## config.mk

```make
export PLATFORM = sky130hd
export DESIGN_NAME = vga_obj_renderer
export DESIGN_NICKNAME = d
export VERILOG_FILES = /design/src/rtl/vga_obj_renderer.sv
export SDC_FILE = /design/constraint.sdc
export NUM_CORES = 2
export LEC_CHECK = 0
export CORE_MARGIN = 2
export CORE_UTILIZATION = 45
export DETAILED_ROUTE_END_ITERATION = 12
export PLACE_DENSITY = 0.59
export SLEW_MARGIN = 20
export SYNTH_ARGS = -nofsm -noshare
export SYNTH_HDL_FRONTEND = slang
export SYNTH_SLANG_ARGS = --single-unit
export TNS_END_PERCENT = 1
```

## constraint.sdc

```tcl
create_clock -name vga_clk -period 9.05 [get_ports vga_clk]
set_input_delay 0.905 -clock vga_clk [delete_from_list [all_inputs] [get_ports vga_clk]]
set_output_delay 0.905 -clock vga_clk [all_outputs]
set_load 0.01 [all_outputs]
```

## src/rtl/vga_obj_renderer.sv

```systemverilog
// VGA timing generator with an N-object rectangle compositor.
// Object config is double-buffered and committed at the end of each frame.
module vga_obj_renderer #(
    parameter int H_ACTIVE = 640,
    parameter int H_FP     = 16,
    parameter int H_SYNC   = 96,
    parameter int H_BP     = 48,
    parameter int V_ACTIVE = 480,
    parameter int V_FP     = 10,
    parameter int V_SYNC   = 2,
    parameter int V_BP     = 33,
    parameter bit HS_POL   = 1'b0,
    parameter bit VS_POL   = 1'b0,
    parameter int N_OBJ    = 4,
    parameter int CW       = 8,
    localparam int OAW     = (N_OBJ > 1) ? $clog2(N_OBJ) : 1
) (
    input  logic              vga_clk,
    input  logic              rst,
    input  logic              cfg_we,
    input  logic [OAW+1:0]    cfg_addr,
    input  logic [31:0]       cfg_wdata,
    input  logic [3*CW-1:0]   bg_color,
    output logic              vga_clk_out,
    output logic              vga_hsync,
    output logic              vga_vsync,
    output logic              vga_blank_n,
    output logic [CW-1:0]     vga_r,
    output logic [CW-1:0]     vga_g,
    output logic [CW-1:0]     vga_b,
    output logic              frame_start
);

    localparam logic [11:0] H_ACT  = 12'(H_ACTIVE);
    localparam logic [11:0] HS_BEG = 12'(H_ACTIVE + H_FP);
    localparam logic [11:0] HS_END = 12'(H_ACTIVE + H_FP + H_SYNC);
    localparam logic [11:0] H_LAST = 12'(H_ACTIVE + H_FP + H_SYNC + H_BP - 1);
    localparam logic [11:0] V_ACT  = 12'(V_ACTIVE);
    localparam logic [11:0] VS_BEG = 12'(V_ACTIVE + V_FP);
    localparam logic [11:0] VS_END = 12'(V_ACTIVE + V_FP + V_SYNC);
    localparam logic [11:0] V_LAST = 12'(V_ACTIVE + V_FP + V_SYNC + V_BP - 1);

    // Forwarded clock is inverted so the DAC samples mid-pixel.
    assign vga_clk_out = ~vga_clk;

    logic [11:0] h_cnt;
    logic [11:0] v_cnt;
    logic        frame_end;

    assign frame_end = (h_cnt == H_LAST) && (v_cnt == V_LAST);

    always_ff @(posedge vga_clk) begin
        if (rst) begin
            h_cnt <= '0;
            v_cnt <= '0;
        end else if (h_cnt == H_LAST) begin
            h_cnt <= '0;
            v_cnt <= (v_cnt == V_LAST) ? 12'd0 : v_cnt + 12'd1;
        end else begin
            h_cnt <= h_cnt + 12'd1;
        end
    end

    logic [N_OBJ-1:0] hit;
    logic [3*CW-1:0]  obj_col [N_OBJ];

    logic unused_wdata;
    assign unused_wdata = ^cfg_wdata;

    for (genvar g = 0; g < N_OBJ; g++) begin : g_obj
        logic            wr;
        logic [11:0]     sh_x, sh_y, sh_w, sh_h;
        logic [3*CW-1:0] sh_c;
        logic            sh_en;
        logic [11:0]     ac_x, ac_y, ac_w, ac_h;
        logic [3*CW-1:0] ac_c;
        logic            ac_en;
        logic            in_x, in_y;

        // Out-of-range indices match no object and are dropped.
        assign wr = cfg_we && (cfg_addr[OAW+1:2] == OAW'(g));

        always_ff @(posedge vga_clk) begin
            if (rst) begin
                sh_x  <= '0;
                sh_y  <= '0;
                sh_w  <= '0;
                sh_h  <= '0;
                sh_c  <= '0;
                sh_en <= 1'b0;
            end else if (wr) begin
                unique case (cfg_addr[1:0])
                    2'd0: begin
                        sh_x <= cfg_wdata[27:16];
                        sh_y <= cfg_wdata[11:0];
                    end
                    2'd1: begin
                        sh_w <= cfg_wdata[27:16];
                        sh_h <= cfg_wdata[11:0];
                    end
                    2'd2: sh_c  <= cfg_wdata[3*CW-1:0];
                    2'd3: sh_en <= cfg_wdata[0];
                endcase
            end
        end

        always_ff @(posedge vga_clk) begin
            if (rst) begin
                ac_x  <= '0;
                ac_y  <= '0;
                ac_w  <= '0;
                ac_h  <= '0;
                ac_c  <= '0;
                ac_en <= 1'b0;
            end else if (frame_end) begin
                ac_x  <= sh_x;
                ac_y  <= sh_y;
                ac_w  <= sh_w;
                ac_h  <= sh_h;
                ac_c  <= sh_c;
                ac_en <= sh_en;
            end
        end

        // 13-bit end coordinates keep x+w from wrapping back to 0.
        assign in_x = ({1'b0, h_cnt} >= {1'b0, ac_x}) &&
                      ({1'b0, h_cnt} < ({1'b0, ac_x} + {1'b0, ac_w}));
        assign in_y = ({1'b0, v_cnt} >= {1'b0, ac_y}) &&
                      ({1'b0, v_cnt} < ({1'b0, ac_y} + {1'b0, ac_h}));

        assign hit[g]     = ac_en && in_x && in_y;
        assign obj_col[g] = ac_c;
    end

    logic [N_OBJ-1:0] s1_hit;
    logic             s1_act;
    logic             s1_hs;
    logic             s1_vs;
    logic             s1_fs;

    always_ff @(posedge vga_clk) begin
        if (rst) begin
            s1_hit <= '0;
            s1_act <= 1'b0;
            s1_hs  <= 1'b0;
            s1_vs  <= 1'b0;
            s1_fs  <= 1'b0;
        end else begin
            s1_hit <= hit;
            s1_act <= (h_cnt < H_ACT) && (v_cnt < V_ACT);
            s1_hs  <= (h_cnt >= HS_BEG) && (h_cnt < HS_END);
            s1_vs  <= (v_cnt >= VS_BEG) && (v_cnt < VS_END);
            s1_fs  <= (h_cnt == 12'd0) && (v_cnt == 12'd0);
        end
    end

    logic [3*CW-1:0] pix;

    // Scan downwards so the lowest-index hit overrides the rest.
    always_comb begin
        pix = bg_color;
        for (int i = N_OBJ - 1; i >= 0; i--) begin
            if (s1_hit[i]) begin
                pix = obj_col[i];
            end
        end
    end

    always_ff @(posedge vga_clk) begin
        if (rst) begin
            vga_hsync   <= ~HS_POL;
            vga_vsync   <= ~VS_POL;
            vga_blank_n <= 1'b0;
            vga_r       <= '0;
            vga_g       <= '0;
            vga_b       <= '0;
            frame_start <= 1'b0;
        end else begin
            vga_hsync   <= s1_hs ? HS_POL : ~HS_POL;
            vga_vsync   <= s1_vs ? VS_POL : ~VS_POL;
            vga_blank_n <= s1_act;
            vga_r       <= s1_act ? pix[3*CW-1:2*CW] : '0;
            vga_g       <= s1_act ? pix[2*CW-1:CW]   : '0;
            vga_b       <= s1_act ? pix[CW-1:0]      : '0;
            frame_start <= s1_fs;
        end
    end

endmodule

```

==> results.py <==
metrics = {
    "run_status": {
        "outcome": "completed",
    },
    "yosys": {
        "post_synth_xor_area_fraction": 0.0254,
        "post_synthesis_register_bit_count": 644,
        "mappedNetlistNets": 4376,
        "synth_top_cell_area_share": 0.402,
        "post_synth_num_cell_types": 65,
        "synth_mux_area_frac": 0.0156,
        "synth-edff-count": 0,
        "synthTopCellsByArea": "dfxtp_1, nand2_1, ha_1, a21oi_1, a21oi_2",
        "post_synthesis_async_set_or_reset_flop_share": 0,
        "mappedNetlistArea_mm2": 0.0320,
        "ys.flop_type": "dfxtp_1",
        "ys_warn_count": 0,
        "combinational_family_with_the_most_area_after_synthesis": "simple AND/OR/NAND/NOR gates",
        "synth-seq-area-share": 0.402,
        "netlist_instances": 4021,
        "synth_fa_ha_area_frac": 0.116,
        "synth-compound-area-share": 0.176,
        "synth-simple-area-share": 0.212,
        "synth_top_area_cell": "dfxtp_1",
        "syn_avg_cell_area_um2": 7.97,
    },
    "critical_path": {
        "worst_r2r_endpoint": "s1_hit[0]",
        "cp_max_fanout": 12,
        "rr_worst_depth": 15,
        "critical_path.endpoint_type": "primary output",
        "worstPathRequired_ps": 8150,
        "critical_path_arrival_ps": 5680,
        "cp-start-kind": "clock port",
        "worst-r2r-setup-slack_ps": 4220,
        "setup.worst_path.class": "clk2out",
        "reg2reg_from": "g_obj[0].ac_y[0]",
    },
    "sta": {
        "worst-slew-pin-transition_ps": 1160,
        "max-slew-margin-rel": 0.223,
        "drv_slew": 0,
        "hold_viol": 0,
        "post_route_clock_skew_ps": 22.8,
        "rsz0062_at_grt": "no",
        "timing.setup.tns_ps": 0,
        "setup_viol_count_final": 0,
    },
    "floorplanning": {
        "io_pins": 92,
        "die_footprint_mm2": 0.0734,
        "floorplan.initialDensity": 0.456,
        "fp.coreArea_mm2": 0.0703,
        "floorplan.die.height_um": 271,
        "std_cell_rows": 97,
        "die_w_um": 271,
    },
    "final_layout": {
        "final_stage_net_count": 4364,
        "area.growth.synth_to_final_pct": 11.7,
        "layout-drive-gt1-share": 0.0944,
        "num-fill-cells": 6845,
    },
    "clock_tree": {
        "postCtsSetupBuffers": 0,
        "clk_latency_ps": 620,
        "cts_tree": "built",
        "clk_pin_slew_worst_paths_ps": 60,
        "count_of_instances_resized_after_the_clock_tree_is_built": 0,
        "cts-hold-fix-buffers": 0,
        "max_root_sink_buffers": 3,
        "clk_root_buffer_cell": "clkbuf_16",
        "cts-buffers-inserted": 73,
        "cts_max_level": 3,
    },
    "power": {
        "leakage_nw": 12.9,
        "seqPwrFrac": 0.471,
        "cell_internal_pwr_mw": 4.69,
        "power.share.combinational": 0.041,
        "p_sw_mw": 1.42,
        "fin_total_pwr_mw": 6.11,
        "power.density_mw_per_mm2": 171,
        "vdd_drop_max_uv": 243,
        "power.share.clock": 0.489,
        "power.switching_fraction": 0.232,
    },
    "hold_path": {
        "worst_hold_startpoint": "s1_vs",
        "whs_endpoint": "vga_vsync",
        "hold_path_class": "reg2reg",
        "min_path_cells": 1,
    },
    "drt": {
        "routed-via-count": 26600,
        "first_pass_iteration_count_of_the_detailed_router": 6,
        "routed_wire_length_per_instance_um": 18.5,
        "routed_wl_um": 92600,
        "drcViolationCount": 0,
        "antenna_left": 0,
        "post_drt_via_cell_ratio": 5.31,
        "drt-initial-drc-count": 2168,
    },
    "placement": {
        "detailedPlacementHpwl_um": 57300,
        "buffer_ports.inserted": 87,
        "routabilityCongestion": 0.864,
    },
    "job": {
        "maxCapViolations": 0,
    },
    "grt": {
        "first_global_vias": 24700,
        "grt_antenna_before_repair": 7,
        "largest_net_degree_at_the_start_of_global_routing": 167,
        "grtUsageTotal": 0.248,
        "grt_first_pass_wirelength_um": 143000,
        "overflow": 0,
    },
}
power groups by stage:
| stage | Combinational [mW] | Clock (mW) | Sequential [mW] |
|---|---|---|---|
| 2_1_floorplan | 0.125 | 0.00434 | 2.93 |
| 4_1_cts | 0.248 | 3.05 | 2.87 |
| 6_report | 0.249 | 2.98 | 2.87 |
| 3_5_place_dp | 0.247 | 0.0128 | 2.93 |
| 3_3_place_gp | 0.247 | 0.0128 | 2.93 |
| 5_1_grt | 0.265 | 3.17 | 2.87 |
how the worst max path moves through the flow:
| stage | from | endpoint | slack (ps) |
|---|---|---|---|
| finish | vga_clk | vga_clk_out | 2460 |
| global route | vga_clk | vga_clk_out | 2420 |
| CTS | vga_clk | vga_clk_out | 2430 |
| detailed placement | vga_clk | vga_clk_out | 3080 |
| global placement | vga_clk | vga_clk_out | 3080 |
| floorplan | vga_clk | vga_clk_out | 3550 |
critical path, cell delays in order:
cell and delay (ps):
clkbuf_16 190, clkbuf_16 220, clkbuf_16 170, inv_1 50
clkdlybuf4s50_1 520
stage by stage:
stage           util  cells  hold WS [ps]  worst slack, ps  area (um^2)
2_1_floorplan      -   4021           343             3550        32000
3_3_place_gp   0.475   4874           400             3080        33400
3_5_place_dp   0.475   4874           401             3080        33400
4_1_cts        0.509   5006           412             2430        35800
5_1_grt        0.509   5007           413             2420        35800
6_report       0.509   5008           417             2460        35800
logic make-up (layout without fill, tap and decap cells):
| logic type | Yosys count | after routing |
|---|---|---|
| and+or+nand+nor | 1625 | 1625 |
| buffers and inverters | 356 | 401 |
| other | 0 | 2 |
| adders and majority gates | 292 | 292 |
| DFF | 644 | 644 |
| AOI/OAI and AO/OA | 961 | 961 |
| xor gates and xnor gates | 93 | 93 |
| muxes | 50 | 50 |
cell type report:
| cell class | count | area [um^2] | share of cell area |
|---|---|---|---|
| diodes | 2 | 5.00 | 0.000140 |
| clock buffers | 110 | 2230 | 0.0622 |
| clock inverters | 24 | 188 | 0.00524 |
| inverters | 127 | 477 | 0.0133 |
| multi-input cells | 3021 | 17500 | 0.490 |
| flip-flops and latches | 644 | 12900 | 0.360 |
| well taps | 940 | 1180 | 0.0329 |
| repair buffers | 140 | 1280 | 0.0357 |
layer usage:
metal  vias up  GRT usage  part of all wire
met4         8     0.0791             0.024
li1      13500          -                 -
met3       133     0.0435             0.055
met5         -          0           0.00055
met1     12400      0.336              0.47
met2       575      0.402              0.45
synthesized netlist by cell type (16+ instances only):
cell / count
nor2b_1: 18
nand2b_1: 25
clkbuf_1: 182
a211oi_1: 16
nand2_1: 1166
dfxtp_1: 644
a21oi_2: 91
inv_1: 127
xor2_1: 59
o21a_1: 25
nand3_1: 37
o21ai_0: 97
nand4_1: 23
buf_6: 21
nand2_2: 90
nor2_1: 164
nor3_1: 39
a21o_1: 33
a21oi_1: 604
xnor2_1: 34
ha_1: 284
mux2i_1: 50
state kept, by name (all words and copies together), names as in the netlist, 8 cells and up:
register and count:
g_obj.ac_c 96, g_obj.ac_h 48, g_obj.ac_w 48, g_obj.ac_x 48
g_obj.ac_y 48, g_obj.sh_c 96, g_obj.sh_h 48, g_obj.sh_w 48
g_obj.sh_x 48, g_obj.sh_y 48, h_cnt 12, v_cnt 12
vga_b 8, vga_g 8, vga_r 8
placed cells by master, fill, tap and decap left out, types with 59 or more instances in the layout:
cell type and n:
o21ai_0 97, nand2_1 1163, xor2_1 59, inv_1 130, a21oi_1 604, clkdlybuf4s50_1 85
nand2_2 92, a21oi_2 91, clkbuf_16 76, ha_1 284, nor2_1 156, dfxtp_1 643
(Power assumes the default switching activity.)
